**src/rtl/if_id_skid.sv**
```systemverilog
`default_nettype none
// +-----------------------------------------------------------------------------+
// | Module      : if_id_skid                                                    |
// | Description : IF/ID pipeline register with a two-entry skid buffer, hold    |
// |               (stall) and discard (flush); if_ready decodes state only.     |
// | Revision    : 1.0 - initial release                                         |
// +-----------------------------------------------------------------------------+
module if_id_skid #(
  parameter int                ADDR_W   = 32,
  parameter int                INST_W   = 32,
  parameter int                EXC_W    = 5,
  parameter logic [INST_W-1:0] NOP_INST = {INST_W{1'b0}}
) (
  input  logic              clk,
  input  logic              rst,
  input  logic              if_valid,
  output logic              if_ready,
  input  logic [ADDR_W-1:0] if_pc,
  input  logic [INST_W-1:0] if_inst,
  input  logic [EXC_W-1:0]  if_exc,
  output logic              id_valid,
  input  logic              id_ready,
  output logic [ADDR_W-1:0] id_pc,
  output logic [INST_W-1:0] id_inst,
  output logic [EXC_W-1:0]  id_exc,
  input  logic              stall,
  input  logic              flush
);

  typedef enum logic [1:0] {
    ST_EMPTY = 2'd0,
    ST_ONE   = 2'd1,
    ST_TWO   = 2'd2
  } state_t;

  state_t              r_state;
  state_t              w_state_nxt;
  logic [ADDR_W-1:0]   r_m_pc;
  logic [INST_W-1:0]   r_m_inst;
  logic [EXC_W-1:0]    r_m_exc;
  logic [ADDR_W-1:0]   r_s_pc;
  logic [INST_W-1:0]   r_s_inst;
  logic [EXC_W-1:0]    r_s_exc;
  logic                w_acc;
  logic                w_take;
  logic                w_load_m_in;
  logic                w_load_m_s;
  logic                w_load_s_in;

  assign if_ready = (r_state != ST_TWO);
  assign id_valid = (r_state != ST_EMPTY);
  assign w_acc    = if_valid & if_ready;
  assign w_take   = id_valid & id_ready & ~stall;

  always_comb begin
    w_state_nxt = r_state;
    w_load_m_in = 1'b0;
    w_load_m_s  = 1'b0;
    w_load_s_in = 1'b0;
    if (flush) begin
      w_state_nxt = ST_EMPTY;
    end else begin
      case (r_state)
        ST_EMPTY: begin
          if (w_acc) begin
            w_state_nxt = ST_ONE;
            w_load_m_in = 1'b1;
          end
        end
        ST_ONE: begin
          if (w_acc && w_take) begin
            w_load_m_in = 1'b1;
          end else if (w_acc) begin
            w_state_nxt = ST_TWO;
            w_load_s_in = 1'b1;
          end else if (w_take) begin
            w_state_nxt = ST_EMPTY;
          end
        end
        ST_TWO: begin
          if (w_take) begin
            w_state_nxt = ST_ONE;
            w_load_m_s  = 1'b1;
          end
        end
        default: w_state_nxt = ST_EMPTY;
      endcase
    end
  end

  always_ff @(posedge clk) begin
    if (rst) begin
      r_state <= ST_EMPTY;
    end else begin
      r_state <= w_state_nxt;
    end
  end

  // Payload registers need no reset: outputs are masked while state is EMPTY.
  always_ff @(posedge clk) begin
    if (w_load_m_in) begin
      r_m_pc   <= if_pc;
      r_m_inst <= if_inst;
      r_m_exc  <= if_exc;
    end else if (w_load_m_s) begin
      r_m_pc   <= r_s_pc;
      r_m_inst <= r_s_inst;
      r_m_exc  <= r_s_exc;
    end
    if (w_load_s_in) begin
      r_s_pc   <= if_pc;
      r_s_inst <= if_inst;
      r_s_exc  <= if_exc;
    end
  end

  assign id_pc   = id_valid ? r_m_pc   : {ADDR_W{1'b0}};
  assign id_inst = id_valid ? r_m_inst : NOP_INST;
  assign id_exc  = id_valid ? r_m_exc  : {EXC_W{1'b0}};

endmodule
`default_nettype wire

```
**config.mk**
```make
export PLATFORM = sky130hd
export DESIGN_NAME = if_id_skid
export DESIGN_NICKNAME = d
export VERILOG_FILES = /design/src/rtl/if_id_skid.sv
export SDC_FILE = /design/constraint.sdc
export NUM_CORES = 1
export LEC_CHECK = 0
export CORE_MARGIN = 10
export CORE_UTILIZATION = 40
export DETAILED_ROUTE_END_ITERATION = 8
export PLACE_DENSITY = 0.68
export SLEW_MARGIN = 0
export SYNTH_ARGS = -nofsm -noshare
export SYNTH_HDL_FRONTEND = slang
export SYNTH_SLANG_ARGS = --single-unit
```
**constraint.sdc**
```tcl
create_clock -name clk -period 11.3 [get_ports clk]
set_input_delay 3.39 -clock clk [delete_from_list [all_inputs] [get_ports clk]]
set_output_delay 3.39 -clock clk [all_outputs]
set_load 0.02 [all_outputs]
```
==> results.txt <==
M1 WL: 4.96 mm
Mux contribution to synthesized area: 0.139
Met2 WL: 5.65 mm
Adder-Cell Fraction of Synth Area: 0
Largest family of logic cells by synthesized area: multiplexers
Hold Crit Start: r_s_pc[13]
Max frequency: 167 MHz
#FFs+latches synth: 140
Fillers: 1,167
Final Hold Viols: 0
R2r setup slk: 8.49 ns
CP arrival: 2.58 ns
CP Launch Type: flip-flop
Most common cell after layout, fill and taps aside: clkdlybuf4s50_1
Seq/Total Area, Yosys: 0.741
CTS tree: yes
Vias in the first global route: 3,480
First-pass GRT wire length: 18.8 mm
Syn_nets: 388
Synth area leaders: edfxtp_1 (73%), and2_1 (7.6%), mux2_2 (7.6%)
Number of remaining DRC errors: 0
Grt ovf: 0
Synth Area in Compound Gates: 0.00687
Area growth syn-to-layout: 36.9%
Via count: 3,100
Initial antenna violation count: 0
Most frequent cells in the layout: clkdlybuf4s50_1 (145), edfxtp_1 (138), and2_1 (69), mux2_2 (38), mux2_1 (31)
Clock transition at the registers of the reported paths: 0.06 ns
Max layer used: met4
Synth cell types: 20
Worst Clk Skew: 0.00786 ns
RSZ-0062 raised after global routing: no
Area of the multi-input gates: 1360 um^2
Period minus WS final: 5.97 ns
WS Path Type: flip-flop to output port
Largest net degree at the start of global routing: 71
IO Count: 146
Nature of the critical path endpoint: output port
Syn Inst Count: 313
Hold EP: r_m_pc[13]
Finish-stage setup viols: 0
Final GP Congestion: 0.711
Max_slew headroom: 0.334
Leakage: 2.60 nW
FF/Latch Area: 4180 um^2
Core Footprint: 13,900 um^2
Clk Latency, worst-skew pair: 0.41 ns
Post-synth top area share: 0.734
Final net count: 539
Detail Route Antenna Nets: 0
Site Rows: 43
Fin cells: 656
IR drop worst, VDD: 99.0 uV
Post-synthesis simple-gate area fraction: 0.0937
CTS Hold Buffers Added: 0
Share of cells above drive strength 1: 0.149
Synth Area in XOR/XNOR: 0
Cts repair resizes: 0
Fin Setup TNS: 0 ns
Met3 wire len: 981 um
Buffers on Ports: 145
Post-synth EDFFs: 138
Tot GR Track Use: 0.122
Area leader, netlist: edfxtp_1
H-tree depth: 4
Die width: 139 um
First-pass DRT Iterations: 4
Number of DRC violations after detailed-routing iteration 0: 146
Actual slew at the worst max-slew pin: 0.999 ns
Syn. warnings: 0
Commonest register cell after synthesis: edfxtp_1
Fin crit share: 0.529
Post-synth ARST share: 0
Fin. max-slew vios: 0
DIE HEIGHT: 139 um
HPWL after DPL: 7.74 mm
Initial Utilization: 0.407
Post-layout util: 0.557
Reg2reg end: r_m_inst[8]
TritonCTS buffer count: 17
Inst Count DP: 625
Reg2reg path depth: 4
PwrDens: 152 nW/um^2
Worst Path Required: 7.91 ns
Worst-path fanout max: 70
# Max-Cap Violations: 0
Synthesized area: 5650 um^2
Root Buffer: clkbuf_16
Ant diodes: 0
Worst Hold Path Cells: 1
Clock sinks: 140
WL final: 11.8 mm
Avg Synthesized Cell Area: 18.0 um^2
Clock buffer depth: 2
Die ar.: 19,300 um^2
Post-DR vias/cell: 4.73
Post-CTS Repair Setup Buffers: 0
Status: completed
Wire length per cell: 18.0 um
Hold Path Class: flip-flop to flip-flop
Worst r2r src: r_state[1]
==> synth_stat cells (2+ instances only) <==
cell	n
buf_6	7
nor3_1	3
nand2b_4	2
nand2_1	3
mux2_1	31
mux2_2	38
dfxtp_1	2
clkbuf_1	8
edfxtp_1	138
or2_2	2
nor2b_1	2
and2_1	69
==> metrics by stage <==
step                      worst slack, ns  cell area (um^2)  hold WS (ns)  power, W
after floorplan                      2.40              5650         0.497  0.000660
after global placement               4.93              7240         0.507  0.000719
after detailed placement             4.87              7240         0.512  0.000722
after CTS                            5.20              7730         0.526   0.00119
after global routing                 5.06              7730         0.541   0.00122
final                                5.33              7730         0.523   0.00118
==> layer usage <==
layer / GRT usage / up-vias
met4: 0.0494 / 0
li1: - / 1465
met3: 0.0541 / 19
met1: 0.142 / 1505
met2: 0.194 / 111
met5: 0 / -
==> state kept, by name, summed over array words and instances (netlist names) <==
signal and flops:
r_m_inst 32, r_m_pc 32, r_s_inst 32, r_s_pc 32, r_m_exc 5, r_s_exc 5
r_state 2
==> cell type report <==
| cell class | instances | area share |
|---|---|---|
| flip-flops and latches | 140 | 0.541 |
| well taps | 180 | 0.0291 |
| multi-input cells | 158 | 0.176 |
| repair buffers | 147 | 0.190 |
| clock inverters | 9 | 0.00647 |
| clock buffers | 22 | 0.0574 |
==> cells by family after synthesis <==
group	count (synthesis)
muxes	70
DFF	140
and+or+nand+nor	84
buffers and inverters	15
AOI/OAI and AO/OA	4
==> report_power, final <==
part	switching, W	internal [W]	total, W
clock network	0.000192	0.000275	0.000467
logic	0.0000543	0.0000612	0.000116
registers	0.00000352	0.000590	0.000594
total	0.000250	0.000927	0.00118
==> worst max path at each step <==
stage | to | start | slack [ns] | cells after the start
floorplan | r_s_exc[0] | stall | 2.40 | 3
global placement | r_m_inst[12] | id_ready | 4.93 | 5
detailed placement | r_m_inst[17] | id_ready | 4.87 | 5
CTS | id_exc[4] | r_state[0] | 5.20 | 3
global route | id_pc[3] | r_state[0] | 5.06 | 3
finish | id_exc[4] | r_state[0] | 5.33 | 3
==> critical path: stages, from the launching register on <==
cell             delay [ns]
dfxtp_1                0.45
or2_2                  0.82
and2_1                 0.26
clkdlybuf4s50_1        0.62
Note: power is estimated with default switching activity, not from simulation.
